[src/rtl/tim_ctrl.sv]
// Timer control block: bus register file, IDLE/RUN/HALT sequencer and update-event handling.
// Optional feature macro TIM_CTRL_PRELOAD_EN: PSC/ARR/CCR1/CCR2 are double-buffered and go active on update events.
module tim_ctrl #(
  parameter logic [15:0] ARR_RST = 16'hFFFF
) (
  input  logic        clk,
  input  logic        reset,
  input  logic        bus_sel,
  input  logic        bus_we,
  input  logic [2:0]  bus_addr,
  input  logic [31:0] bus_wdata,
  output logic [31:0] bus_rdata,
  output logic        bus_ready,
  input  logic        tim_done,
  input  logic [15:0] tim_cnt,
  output logic        timer_en,
  output logic        countdown,
  output logic [15:0] TIM_PSC,
  output logic [15:0] TIM_ARR,
  output logic [15:0] TIM_CCR1,
  output logic [15:0] TIM_CCR2,
  output logic        irq
);

  // state   | meaning
  // IDLE    | timer stopped, waiting for CR.EN write
  // RUN     | timer enabled
  // HALT    | stopped after one-pulse completion, restart needs CR.EN write
  localparam logic [1:0] ST_IDLE = 2'd0;
  localparam logic [1:0] ST_RUN  = 2'd1;
  localparam logic [1:0] ST_HALT = 2'd2;

  localparam logic [2:0] A_CR   = 3'd0;
  localparam logic [2:0] A_SR   = 3'd1;
  localparam logic [2:0] A_PSC  = 3'd2;
  localparam logic [2:0] A_ARR  = 3'd3;
  localparam logic [2:0] A_CCR1 = 3'd4;
  localparam logic [2:0] A_CCR2 = 3'd5;
  localparam logic [2:0] A_CNT  = 3'd6;
  localparam logic [2:0] A_EGR  = 3'd7;

  logic [1:0]  state_q, state_d;
  logic [3:0]  cr_q, cr_d;
  logic        uif_q, uif_d;
  logic [15:0] psc_q, psc_d;
  logic [15:0] arr_q, arr_d;
  logic [15:0] ccr1_q, ccr1_d;
  logic [15:0] ccr2_q, ccr2_d;
  logic [31:0] rdata_q, rdata_d;
  logic        ready_q;

  logic        wr_en, rd_en;
  logic        cr_wr, sr_wr, psc_wr, arr_wr, ccr1_wr, ccr2_wr, egr_ug;
  logic        run_done, upd_evt;
  logic [15:0] wdata16;
  logic [15:0] psc_rd, arr_rd, ccr1_rd, ccr2_rd;
  logic        unused_wdata_hi;

  assign wdata16         = bus_wdata[15:0];
  assign unused_wdata_hi = ^bus_wdata[31:16];

  assign wr_en   = bus_sel & bus_we;
  assign rd_en   = bus_sel & ~bus_we;
  assign cr_wr   = wr_en && (bus_addr == A_CR);
  assign sr_wr   = wr_en && (bus_addr == A_SR);
  assign psc_wr  = wr_en && (bus_addr == A_PSC);
  assign arr_wr  = wr_en && (bus_addr == A_ARR);
  assign ccr1_wr = wr_en && (bus_addr == A_CCR1);
  assign ccr2_wr = wr_en && (bus_addr == A_CCR2);
  assign egr_ug  = wr_en && (bus_addr == A_EGR) && bus_wdata[0];

  // tim_done outside RUN is dropped entirely; UG and tim_done together are one event.
  assign run_done = (state_q == ST_RUN) && tim_done;
  assign upd_evt  = run_done || egr_ug;

  always_comb begin
    state_d = state_q;
    cr_d    = cr_q;
    case (state_q)
      ST_IDLE, ST_HALT: begin
        if (cr_wr) begin
          cr_d = wdata16[3:0];
          if (wdata16[0]) state_d = ST_RUN;
        end
      end
      ST_RUN: begin
        if (cr_wr) begin
          cr_d = wdata16[3:0];
          if (!wdata16[0]) state_d = ST_IDLE;
        end else if (tim_done && cr_q[2]) begin
          cr_d[0] = 1'b0;
          state_d = ST_HALT;
        end
      end
      default: begin
        state_d = ST_IDLE;
        cr_d[0] = 1'b0;
      end
    endcase
  end

  // Set beats clear when both land on the same edge.
  always_comb begin
    uif_d = uif_q;
    if (sr_wr && wdata16[0]) uif_d = 1'b0;
    if (upd_evt)             uif_d = 1'b1;
  end

`ifdef TIM_CTRL_PRELOAD_EN
  logic [15:0] psc_sh_q, psc_sh_d;
  logic [15:0] arr_sh_q, arr_sh_d;
  logic [15:0] ccr1_sh_q, ccr1_sh_d;
  logic [15:0] ccr2_sh_q, ccr2_sh_d;

  always_comb begin
    psc_sh_d  = psc_wr  ? wdata16 : psc_sh_q;
    arr_sh_d  = arr_wr  ? wdata16 : arr_sh_q;
    ccr1_sh_d = ccr1_wr ? wdata16 : ccr1_sh_q;
    ccr2_sh_d = ccr2_wr ? wdata16 : ccr2_sh_q;
  end

  // Active copies take the pre-edge shadow, so a coincident write waits for the next update.
  always_comb begin
    psc_d  = upd_evt ? psc_sh_q  : psc_q;
    arr_d  = upd_evt ? arr_sh_q  : arr_q;
    ccr1_d = upd_evt ? ccr1_sh_q : ccr1_q;
    ccr2_d = upd_evt ? ccr2_sh_q : ccr2_q;
  end

  always_ff @(posedge clk or negedge reset) begin
    if (!reset) begin
      psc_sh_q  <= 16'h0000;
      arr_sh_q  <= ARR_RST;
      ccr1_sh_q <= 16'h0000;
      ccr2_sh_q <= 16'h0000;
    end else begin
      psc_sh_q  <= psc_sh_d;
      arr_sh_q  <= arr_sh_d;
      ccr1_sh_q <= ccr1_sh_d;
      ccr2_sh_q <= ccr2_sh_d;
    end
  end

  assign psc_rd  = psc_sh_q;
  assign arr_rd  = arr_sh_q;
  assign ccr1_rd = ccr1_sh_q;
  assign ccr2_rd = ccr2_sh_q;
`else
  always_comb begin
    psc_d  = psc_wr  ? wdata16 : psc_q;
    arr_d  = arr_wr  ? wdata16 : arr_q;
    ccr1_d = ccr1_wr ? wdata16 : ccr1_q;
    ccr2_d = ccr2_wr ? wdata16 : ccr2_q;
  end

  assign psc_rd  = psc_q;
  assign arr_rd  = arr_q;
  assign ccr1_rd = ccr1_q;
  assign ccr2_rd = ccr2_q;
`endif

  always_comb begin
    rdata_d = rdata_q;
    if (rd_en) begin
      case (bus_addr)
        A_CR:    rdata_d = {28'd0, cr_q};
        A_SR:    rdata_d = {31'd0, uif_q};
        A_PSC:   rdata_d = {16'd0, psc_rd};
        A_ARR:   rdata_d = {16'd0, arr_rd};
        A_CCR1:  rdata_d = {16'd0, ccr1_rd};
        A_CCR2:  rdata_d = {16'd0, ccr2_rd};
        A_CNT:   rdata_d = {16'd0, tim_cnt};
        default: rdata_d = 32'd0;
      endcase
    end
  end

  always_ff @(posedge clk or negedge reset) begin
    if (!reset) begin
      state_q <= ST_IDLE;
      cr_q    <= 4'd0;
      uif_q   <= 1'b0;
      psc_q   <= 16'h0000;
      arr_q   <= ARR_RST;
      ccr1_q  <= 16'h0000;
      ccr2_q  <= 16'h0000;
      rdata_q <= 32'd0;
      ready_q <= 1'b0;
    end else begin
      state_q <= state_d;
      cr_q    <= cr_d;
      uif_q   <= uif_d;
      psc_q   <= psc_d;
      arr_q   <= arr_d;
      ccr1_q  <= ccr1_d;
      ccr2_q  <= ccr2_d;
      rdata_q <= rdata_d;
      ready_q <= bus_sel;
    end
  end

  assign bus_rdata = rdata_q;
  assign bus_ready = ready_q;
  assign timer_en  = (state_q == ST_RUN);
  assign countdown = cr_q[1];
  assign TIM_PSC   = psc_q;
  assign TIM_ARR   = arr_q;
  assign TIM_CCR1  = ccr1_q;
  assign TIM_CCR2  = ccr2_q;
  assign irq       = uif_q & cr_q[3];

endmodule
[config.mk]
export PLATFORM = sky130hd
export DESIGN_NAME = tim_ctrl
export DESIGN_NICKNAME = d
export VERILOG_FILES = /design/src/rtl/tim_ctrl.sv
export SDC_FILE = /design/constraint.sdc
export NUM_CORES = 1
export LEC_CHECK = 0
export ABC_AREA = 1
export CORE_MARGIN = 8
export CORE_UTILIZATION = 45
export CTS_BUF_LIST = sky130_fd_sc_hd__clkbuf_8
export DETAILED_ROUTE_END_ITERATION = 10
export PLACE_DENSITY = 0.82
export SYNTH_ARGS = -nofsm -noshare
export SYNTH_HDL_FRONTEND = slang
export SYNTH_SLANG_ARGS = --single-unit
[constraint.sdc]
create_clock -name clk -period 1.3 [get_ports clk]
set_input_delay 0.39 -clock clk [delete_from_list [all_inputs] [get_ports clk]]
set_output_delay 0.39 -clock clk [all_outputs]
set_load 0.02 [all_outputs]
Yosys cells after proc, flatten, opt, wreduce, memory -nomap -nowiden
Cells that the tools add are included.
{"block": "classes", "n_eq_ne": 14, "n_reduce_logical": 20, "n_lt_le_gt_ge": 0, "multipliers": 0, "add_sub_neg": 0, "div_mod_pow": 0, "n_shift": 0, "bitwise_logic": 4, "n_mux": 15}
{"operator": "one-hot mux 16 bit (7 select lines)", "n": 1}
{"operator": "== test 3 bit (second input constant)", "n": 4}
{"operator": "logical AND 1 bit", "n": 11}
{"operator": "two-way mux 2 bit", "n": 5}
{"operator": "== test 3 x 2 -> 1 bit (second input constant)", "n": 2}
{"operator": "one-hot mux 3 bit (2 select lines)", "n": 1}
{"operator": "two-way mux 1 bit", "n": 4}
{"operator": "two-way mux 4 bit", "n": 1}
{"operator": "!= test 2 bit (second input constant)", "n": 2}
{"operator": "one-hot mux 2 bit (2 select lines)", "n": 1}
{"operator": "AND reduction 4 bit", "n": 1}
{"operator": "nonzero test 2 bit", "n": 2}
{"operator": "bitwise AND 1 bit", "n": 3}
{"operator": "== test 3 x 1 -> 1 bit (second input constant)", "n": 1}
{"operator": "logical NOT 3 bit", "n": 1}
{"operator": "two-way mux 3 bit", "n": 1}
{"operator": "!= test 3 x 1 -> 1 bit (second input constant)", "n": 1}
{"operator": "!= test 3 bit (second input constant)", "n": 1}
{"operator": "AND reduction 3 bit", "n": 1}
{"operator": "== test 2 x 1 -> 1 bit (second input constant)", "n": 1}
{"operator": "== test 2 bit (second input constant)", "n": 1}
{"operator": "logical NOT 2 bit", "n": 1}
{"operator": "!= test 2 x 1 -> 1 bit (second input constant)", "n": 1}
{"operator": "one-hot mux 1 bit (2 select lines)", "n": 1}
{"operator": "4 further kinds", "n": 4}
{"block": "word_totals", "input_bits": 56, "register_bits": 104, "n_memories": 0, "rom_bits": 0, "ramBits": 0, "latch_bits": 0}

Longest topological paths before layout
Gate-level depths: netlist (run 1).
{"block": "logic_depth", "depth_word": 5, "mapped_depth": 10}

Least setup slack after synthesis (run 1)
No wires, ideal clock.
{"block": "synth_timing", "kind": "input-to-reg", "from": "input bus_addr[0]", "to": "register rdata_q[7], in the netlist bus_rdata[7]", "stages": 8, "slack_ns": 0.008, "arrival_ns": 1.172, "setup_ns": 0.120, "cell_sequence": "buf_4 inv_2 buf_2 buf_6 nand4_1 nand3_1 o21ai_1 nand2_1"}
{"block": "synth_via", "elab_chain_len": 2, "word_cells_on_any_way": 8, "cone_classes": "6 x eq/ne; 1 x mux; 1 x reduce/logical"}
{"element": "from (decl)", "line_no": "10", "rtl": "input logic [2:0] bus_addr,"}
{"element": "== test 3 bit (tied with other cells)", "line_no": "165", "rtl": "case (bus_addr)"}
{"element": "one-hot mux 16 bit (7 select lines) (*)", "line_no": "165"}
{"element": "to (signal assigned)", "line_no": "197", "rtl": "rdata_q <= rdata_d;"}
{"element": "to (decl)", "line_no": "49", "rtl": "logic [31:0] rdata_q, rdata_d;"}
Every way passes the cells marked *; elsewhere a longest branch is shown, timed or not.
A chain may end at the register's enable or synchronous reset.

Final worst setup path (run 1)
{"block": "layout_timing", "from": "register arr_q[8], in the netlist TIM_ARR[8]", "to": "output TIM_ARR[8]"}
{"element": "from (decl)", "line_no": "46", "rtl": "logic [15:0] arr_q, arr_d;"}
{"element": "from (signal assigned)", "line_no": "194", "rtl": "arr_q <= arr_d;"}
{"element": "to (decl)", "line_no": "19", "rtl": "output logic [15:0] TIM_ARR,"}
No word-level cell between the ends.

==> results_dict.tcl, run 1 <==
set metrics [dict create \
    run_status "complete, but fails checks" \
    violations "setup timing" \
    fin_crit_sh_pct 111.6 \
    met3_usage_pct 6.022 \
    synth_top_area_cell "dfrtp_1" \
    clkTransAtPathRegs_ns 0.10 \
    path_buf_inv 1 \
    clk_latency_ns 0.36 \
    grt_use_met2_pct 44.54 \
    skew_ns 0.01485 \
    worstPathArrival_ns 1.06 \
    portBuffers 123 \
    crit_chain "buf_6" \
    crit_fanout 2 \
    critPathSlowestCell "dfstp_2" \
    num_io_pins 156 \
    drv_slew 0 \
    cts_sinks 88 \
    synth_common_cells "nand2_1 (136), dfrtp_1 (72), nand4_1 (52)" \
    maxCapViolations 0 \
    max_stage_delay_ns 0.57 \
    start_util_pct 46.44 \
    grt_remaining_overflow 0 \
    synthCells 519 \
    die_area_um2 12970 \
    synth.area.top_cells "dfrtp_1 (42%), nand2_1 (12%), dfstp_2 (9.8%)" \
    cp-start-kind "flip-flop" \
    dp_hpwl_um 11560 \
    drt-initial-drc-count 644 \
    vias_per_cell 5.838 \
    num_rows 35 \
    synth_ff_type "dfrtp_1" \
    ant_nets 0 \
    firstDrtPassIters 10 \
    dp.cells 844 \
    ys_async_sr_fraction_pct 100.0 \
    worstHoldPathType "in2async" \
    root_buffer "clkbuf_8" \
    critPathCaptureType "output port" \
    grt_pass1_vias 5292 \
    synth_top_area_share_pct 41.79 \
    powerDensity_nw_per_um2 1466 \
    yosysWarningCount 0 \
    diodes 0 \
    cp_top_family "flip-flops" \
    cts_tree "built" \
    crit_type "reg2out" \
    min_period_ns 1.451 \
    fin_nets 839 \
    gp_congestion 0.9217 \
    fmax_mhz 689.3 \
    cts_buffers 9 \
    grt_pass1_wl_um 27790 \
    antenna_found_initial 0 \
    synth_cell_type_count 26 \
    vias 5353 \
    grt.busiest_layer "met2" \
    rsz0062_at_grt "true" \
    finalSetupViolations 51 \
    yosysMostFrequentCell "nand2_1" \
    cts_htree_levels 3 \
    synth_edf_count 0 \
    max-vdd-ir-drop_mv 0.8874 \
    clk_path_buf_depth 2 \
    yosysSeqAreaShare_pct 51.54 \
    routedWlPerCell_um 21.22 \
    layout-drive-gt1-share_pct 39.47 \
    syn_area_per_cell_um2 8.308 \
    hold_violations 0 \
    stdcell_count 917 \
    drc 0 \
    fp.dieW_um 113.9 \
    die_h_um 113.9 \
    core_area_um2 9284 \
    finalWorstSetupSlack_ns -0.1507 \
    nFillCells 577 \
    syn_area_um2 4312 \
    wl_um 19460 \
    grt_max_degree 63 \
    cp.required_ns 0.91 \
    grtUsageTotal_pct 27.32 \
    use_met1_pct 32.62 \
    ys_ff_latch 88 \
    leakagePower_nw 3.714 \
    area_growth_pct 68.95 \
    fin_util_pct 78.46 \
]
worst paths after layout:
kind                       startpoint           end  slack [ns]  depth (start not counted)
max                        TIM_ARR[8]    TIM_ARR[8]       -0.15                          1
min                             reset   TIM_CCR1[4]       0.008                          2
max reg2reg                TIM_ARR[2]  bus_rdata[2]       -0.03                          8
min reg2reg                   cr_q[0]       cr_q[0]        0.57                          2
max in group asynchronous       reset    TIM_ARR[2]        0.94                          2
min in group clk              bus_sel     bus_ready        0.41                          2
kinds of logic after synthesis:
| family | count (synthesis) | share of synthesized area (%) |
|---|---|---|
| compound gates | 95 | 11.17 |
| buf+inv | 93 | 10.97 |
| other cells | 1 | 0.08697 |
| flops | 88 | 51.54 |
| simple gates | 242 | 26.23 |
cells in the final DEF, fill, tap and decap left out, drive strengths merged, types with 2 or more instances in the layout:
cell and n:
a21oi 3, buf 248, clkbuf 15, clkdlybuf4s50 33
clkinvlp 3, conb 16, dfrtp 72, dfstp 16
dlygate4sd2 2, inv 43, nand2 137, nand3 35
nand4 53, nor2 16, o21ai 90
metrics by stage:
step	setup slack (ns)	instance area (um2)	hold WS, ns	TNS, ns	total power [W]
3_5_place_dp	-0.5941	6315	0.4181	-52.15	0.007743
2_1_floorplan	0.007529	4368	0.09441	0	0.005334
4_1_cts	-0.1353	7030	0.03220	-2.660	0.01022
3_3_place_gp	-0.5492	6315	0.4152	-50.70	0.007632
6_report	-0.1507	7284	0.008420	-3.072	0.01068
5_1_grt	-0.1738	7284	0.03959	-4.445	0.01108
repair_timing:
| item | 4_1_cts | 5_1_grt |
|---|---|---|
| pin swaps | 8 | 4 |
| hold buffers | 0 | 0 |
| endpoints found under the setup margin | 170 | 126 |
| buffers inserted | 37 | 14 |
| gates resized for setup | 521 | 39 |
| gates cloned | 4 | 2 |
where the power goes:
group / leakage (nW) / switching, W / total (W) / internal (W)
Combinational: 2.54 / 0.00227 / 0.00468 / 0.00240
Sequential: 1.07 / 0.000517 / 0.00390 / 0.00338
Clock: 0.102 / 0.00110 / 0.00210 / 0.00101
flip-flops by register name, indices dropped and copies added, names as in the netlist:
register   flops
bus_rdata     16
TIM_CCR2      16
TIM_ARR       16
cr_q           4
state_q        2
TIM_CCR1      16
uif_q          1
TIM_PSC       16
bus_ready      1
area by class of cell:
| cell class | count | area (um2) | share of cell area (%) |
|---|---|---|---|
| clock inverters | 5 | 62.56 | 0.8588 |
| well taps | 129 | 161.4 | 2.216 |
| flip-flops and latches | 88 | 2225 | 30.54 |
| multi-input cells | 353 | 1730 | 23.75 |
| clock buffers | 11 | 151.4 | 2.078 |
| inverters | 43 | 170.2 | 2.336 |
| repair buffers | 288 | 2784 | 38.22 |
metal layers:
metal | wire length, um | vias up
met5 | 0 | -
met4 | 1198 | 0
met1 | 6779 | 2472
li1 | - | 2237
met3 | 2415 | 148
met2 | 9066 | 496
Power figures use the tool's default switching activity.
==> inputs of run 2 (changes only) <==
Settings changed: CORE_MARGIN 8 to 2.
Clock period 1.3 ns to 1.39 ns, I/O delays scaled along.
==> run 2 against run 1 <==
  * The run still ends with setup timing left
  * Die area is 20% lower
  * Core utilization is 9.3 points lower
  * Clock skew is 0.0053 ns lower
  * Register-to-register slack better by 0.21 ns
  * Combinational power is 27% lower
  * Largest power group is now sequential cells
  * Cell area is 12% lower
  * Worst hold slack better by 0.028 ns
  * Via count is 14% lower
==> results_dict.tcl, run 2 (synthesis gave the netlist of run 1 again) <==
set metrics [dict create \
    antenna_found_initial 0 \
    worstPathArrival_ns 1.04 \
    clk_path_buf_depth 2 \
    crit_fanout 2 \
    final_area_um2 6419 \
    num_io_pins 156 \
    rsz0062_at_grt "true" \
    worstMarginPinSlew_ns 0.5167 \
    final_cell_mix "nand2_1 (134), buf_4 (94), dfrtp_1 (72), buf_2 (63), o21ai_1 (53)" \
    critPathCaptureType "output port" \
    grt_pass1_wl_um 22990 \
    vias_per_cell 5.334 \
    cp_top_family "flip-flops" \
    intPower_w 0.005526 \
    grt_pass1_vias 4583 \
    cp.required_ns 0.97 \
    finalWorstSetupSlack_ns -0.06742 \
    portBuffers 123 \
    gp_congestion 0.9374 \
    drc 0 \
    crit_chain "buf_6" \
    path_buf_inv 1 \
    crit_cells 1 \
    place_ws_ns -0.5816 \
    leakagePower_nw 3.323 \
    ant_nets 0 \
    p_comb_share_pct 39.2 \
    critPathSlowestCell "dfstp_2" \
    die_area_um2 10380 \
    reg2reg_depth 8 \
    die_h_um 101.9 \
    cts_tree "built" \
    layout-drive-gt1-share_pct 34.20 \
    grt_max_degree 56 \
    stdcell_count 863 \
    switchingPower_w 0.003218 \
    grtUsageTotal_pct 28.56 \
    num_rows 35 \
    fin_nets 785 \
    diodes 0 \
    worstHoldPathType "in2async" \
    r2r_setup_slack_ns 0.18 \
    start_util_pct 46.44 \
    r2r_end "bus_rdata[3]" \
    max-vdd-ir-drop_mv 0.7450 \
    crit_type "reg2out" \
    cts_buffers 9 \
    timing.hold.ws_ns 0.03666 \
    powerDensity_nw_per_um2 1362 \
    maxCapViolations 0 \
    fin_crit_sh_pct 104.9 \
    firstDrtPassIters 5 \
    min_period_ns 1.457 \
    fmax_mhz 686.1 \
    area_growth_pct 48.87 \
    core_area_um2 9284 \
    crit_end "TIM_ARR[7]" \
    skew_ns 0.009571 \
    max_stage_delay_ns 0.57 \
    grt_remaining_overflow 0 \
    fp.dieW_um 101.9 \
    dp_hpwl_um 10390 \
    seq_power_share_pct 40.3 \
    crit_start "TIM_ARR[7]" \
    finalSetupViolations 18 \
    cp-start-kind "flip-flop" \
    wl_um 14680 \
    cts_htree_levels 3 \
    slew_headroom_pct 65.51 \
    final_common_cell "nand2_1" \
    hold_violations 0 \
    routedWlPerCell_um 17.01 \
    clk_latency_ns 0.35 \
    dp.cells 832 \
    run_status "complete, but fails checks" \
    drt-initial-drc-count 324 \
    drv_slew 0 \
    vias 4603 \
    violations "setup timing" \
    power_frac_clock_pct 20.5 \
    cts_sinks 88 \
    r2r_start "TIM_ARR[3]" \
    root_buffer "clkbuf_8" \
    switching_share_pct 36.80 \
    clkTransAtPathRegs_ns 0.09 \
    dpl_cell_area_um2 6250 \
]
==> run 2: per-stage QoR <==
| stage | utilization (%) | TNS (ns) | total power [W] |
|---|---|---|---|
| detailed placement | 67.32 | -44.53 | 0.007108 |
| CTS | 67.92 | -1.083 | 0.008628 |
| floorplan | - | 0 | 0.004989 |
| finish | 69.14 | -0.8894 | 0.008744 |
| global route | 69.14 | -1.485 | 0.009193 |
| global placement | 67.32 | -42.78 | 0.007033 |
==> run 2: area by class of cell <==
type	instances	area (um2)
clock inverter	7	71.32
fill	745	2865
clock buffer	9	123.9
timing repair buffer	234	1923
tap	129	161.4
multi-input combinational	353	1745
sequential	88	2222
inverter	43	171.4
==> run 2: power groups by stage <==
stage / sequential (W) / clock [W] / combinational (W)
final: 0.00352 / 0.00179 / 0.00343
after global routing: 0.00358 / 0.00192 / 0.00369
after CTS: 0.00351 / 0.00181 / 0.00331
after detailed placement: 0.00354 / 0 / 0.00357
after global placement: 0.00354 / 0 / 0.00350
after floorplan: 0.00414 / 0 / 0.000845
==> run 2: what timing repair did <==
item | 4_1_cts | 5_1_grt
hold buffers | 0 | 0
hold endpoints to repair | 0 | 0
cloned | 1 | 1
setup endpoints to repair | 170 | 90
setup buffers | 10 | 4
pin swaps | 4 | 4
gates resized for setup | 393 | 32
==> run 2: worst min-delay path by stage <==
stage | from | endpoint | slack (ns)
after floorplan | reset | TIM_CCR1[0] | 0.12
after global placement | reset | TIM_PSC[4] | 0.43
after detailed placement | reset | TIM_PSC[4] | 0.43
after CTS | reset | TIM_PSC[4] | 0.05
after global routing | reset | TIM_PSC[4] | 0.06
final | reset | TIM_CCR2[4] | 0.04
==> run 2: routing by layer <==
layer	part of all wire [%]	GRT usage (%)	wire, um
met3	9.3	4.651	1362
met5	0	0	0
met2	48	46.41	7106
met1	40	39.10	5828
met4	2.6	10.15	382
==> inputs of run 3 (changes only) <==
Settings changed: CAP_MARGIN set to 20, GPL_TIMING_DRIVEN set to 0.
==> run 3 against run 2 <==
  * The run still ends with setup timing left
  * Count of clock-buffer cells in the layout up 1
  * Sequential cell count unchanged
  * Via count rose by 2.8%
  * Die area is the same
  * Cell area down 5.1%
  * Critical path depth up 1
  * Sequential share of layout area increased by 1.9 points
  * Register-to-register slack about the same
  * Worst hold slack worse by 0.0045 ns
  * Sequential power is 2% higher
  * Cell count shrank 2.8%
  * Core utilization shrank 3.5 points
  * Critical endpoint is now timer_en
  * Largest cell class unchanged
  * Highest routed layer unchanged
==> results_dict.tcl, run 3 (synthesis gave the netlist of run 1 again) <==
set metrics [dict create \
    grt_pass1_wl_um 23950 \
    leakagePower_nw 3.163 \
    fin_nets 761 \
    reg2reg_depth 8 \
    crit_chain "nor2_4 > buf_6" \
    slew_headroom_pct 62.13 \
    min_period_ns 1.470 \
    cts_tree "built" \
    dp_hpwl_um 10680 \
    fmax_mhz 680.2 \
    r2r_setup_slack_ns 0.18 \
    hold_violations 0 \
    routedWlPerCell_um 18.63 \
    critPathCaptureType "output port" \
    drt-initial-drc-count 558 \
    root_buffer "clkbuf_8" \
    core_area_um2 9284 \
    num_io_pins 156 \
    cp-start-kind "flip-flop" \
    gp_congestion 0.8964 \
    drv_slew 0 \
    layout-drive-gt1-share_pct 32.25 \
    powerDensity_nw_per_um2 1391 \
    final_cell_mix "nand2_1 (135), buf_2 (76), dfrtp_1 (72), buf_4 (62)" \
    rsz0062_at_grt "true" \
    cp.required_ns 0.97 \
    clk_path_buf_depth 2 \
    r2r_end "cr_q[0]" \
    path_buf_inv 1 \
    violations "setup timing" \
    grt_max_degree 47 \
    cp_top_family "flip-flops" \
    portBuffers 122 \
    finalSetupViolations 18 \
    grt_pass1_vias 4652 \
    max-vdd-ir-drop_mv 0.8131 \
    r2r_start "state_q[0]" \
    fin_crit_sh_pct 105.8 \
    worstPathArrival_ns 1.05 \
    ant_nets 0 \
    worstHoldPathType "in2async" \
    clkTransAtPathRegs_ns 0.09 \
    crit_type "reg2out" \
    vias_per_cell 5.640 \
    cts_sinks 88 \
    die_h_um 101.9 \
    final_common_cell "nand2_1" \
    maxCapViolations 0 \
    skew_ns 0.006857 \
    crit_fanout 2 \
    start_util_pct 46.44 \
    critPathSlowestCell "dfrtp_1" \
    max_stage_delay_ns 0.42 \
    place_ws_ns -0.8482 \
    grtUsageTotal_pct 30.31 \
    drc 0 \
    vias 4732 \
    cts_hold_buf 0 \
    die_area_um2 10380 \
    dp.cells 786 \
    run_status "complete, but fails checks" \
    tns_ns -1.018 \
    worstMarginPinSlew_ns 0.5680 \
    grt_remaining_overflow 0 \
    diodes 0 \
    wl_um 15630 \
    cts_htree_levels 3 \
    num_rows 35 \
    fp.dieW_um 101.9 \
    finalWorstSetupSlack_ns -0.08019 \
    cts_buffers 9 \
    clk_latency_ns 0.35 \
    antenna_found_initial 0 \
    stdcell_count 839 \
    area_growth_pct 41.27 \
    firstDrtPassIters 7 \
]
## run 3: cell count changes in the layout (fill, tap and decap cells not counted), sizes merged
| cell | delta |
|---|---|
| buf | -28 |
| clkbuf | +5 |
| clkdlybuf4s15 | +2 |
| clkdlybuf4s50 | -1 |
| clkinv | +2 |
| clkinvlp | -1 |
| dlygate4sd2 | -2 |
| dlymetal6s2s | +1 |
| inv | -2 |
## run 3: stage by stage
stage | total power (W) | hold slack [ns] | utilization (%) | instance area, um2
6_report | 0.008473 | 0.03211 | 65.61 | 6091
5_1_grt | 0.008867 | 0.08569 | 65.61 | 6091
4_1_cts | 0.008316 | 0.06366 | 64.64 | 6001
3_5_place_dp | 0.006561 | 0.4482 | 62.21 | 5776
3_3_place_gp | 0.006465 | 0.4695 | 61.94 | 5751
2_1_floorplan | 0.004989 | 0.1214 | - | 4368
## run 3: routing by layer
| layer | part of all wire [%] | track usage, % |
|---|---|---|
| met2 | 47 | 47.67 |
| met4 | 3.8 | 14.46 |
| met1 | 38 | 40.15 |
| met3 | 11 | 6.635 |
| met5 | 0 | 0 |
## run 3: worst max path at each step
stage | from | end | slack (ns) | cells past startpoint
2_1_floorplan | bus_addr[0] | bus_rdata[7] | 0.07 | 8
3_3_place_gp | reset | bus_rdata[12] | -3.09 | 1
3_5_place_dp | bus_sel | bus_rdata[11] | -0.85 | 7
4_1_cts | TIM_ARR[8] | TIM_ARR[8] | -0.07 | 1
5_1_grt | state_q[1] | timer_en | -0.1 | 2
6_report | state_q[1] | timer_en | -0.08 | 2
## run 3: power by group
part,leakage (nW),internal [W],switching (W),total [W]
combinational,1.99,0.00127,0.00181,0.00308
clock,0.103,0.000871,0.000934,0.00181
sequential,1.07,0.00316,0.000427,0.00359
total,3.16,0.00530,0.00317,0.00847
## run 3: cell type report
cell class                 instances  area (um2)
clock inverter                     6       60.06
inverter                          43       166.4
timing repair buffer             160        1222
fill                             773        3193
clock buffer                      10       137.6
buffer                            50       381.6
multi-input combinational        353        1739
tap                              129       161.4
sequential                        88        2222
## run 3: timing repair
item                                    in CTS  in global routing
endpoints found under the hold margin        0                  0
buffers inserted                            30                  7
resized for setup                          413                 18
endpoints found under the setup margin     171                105
pin swaps                                    5                  4
## run 3: worst reg2reg max path: cells and delay by family, from the launching register on
| kind | cells | cell delay, ns |
|---|---|---|
| flops | 1 | 0.41 |
| buf+inv | 3 | 0.35 |
| simple gates | 4 | 0.24 |
| compound gates | 1 | 0.08 |
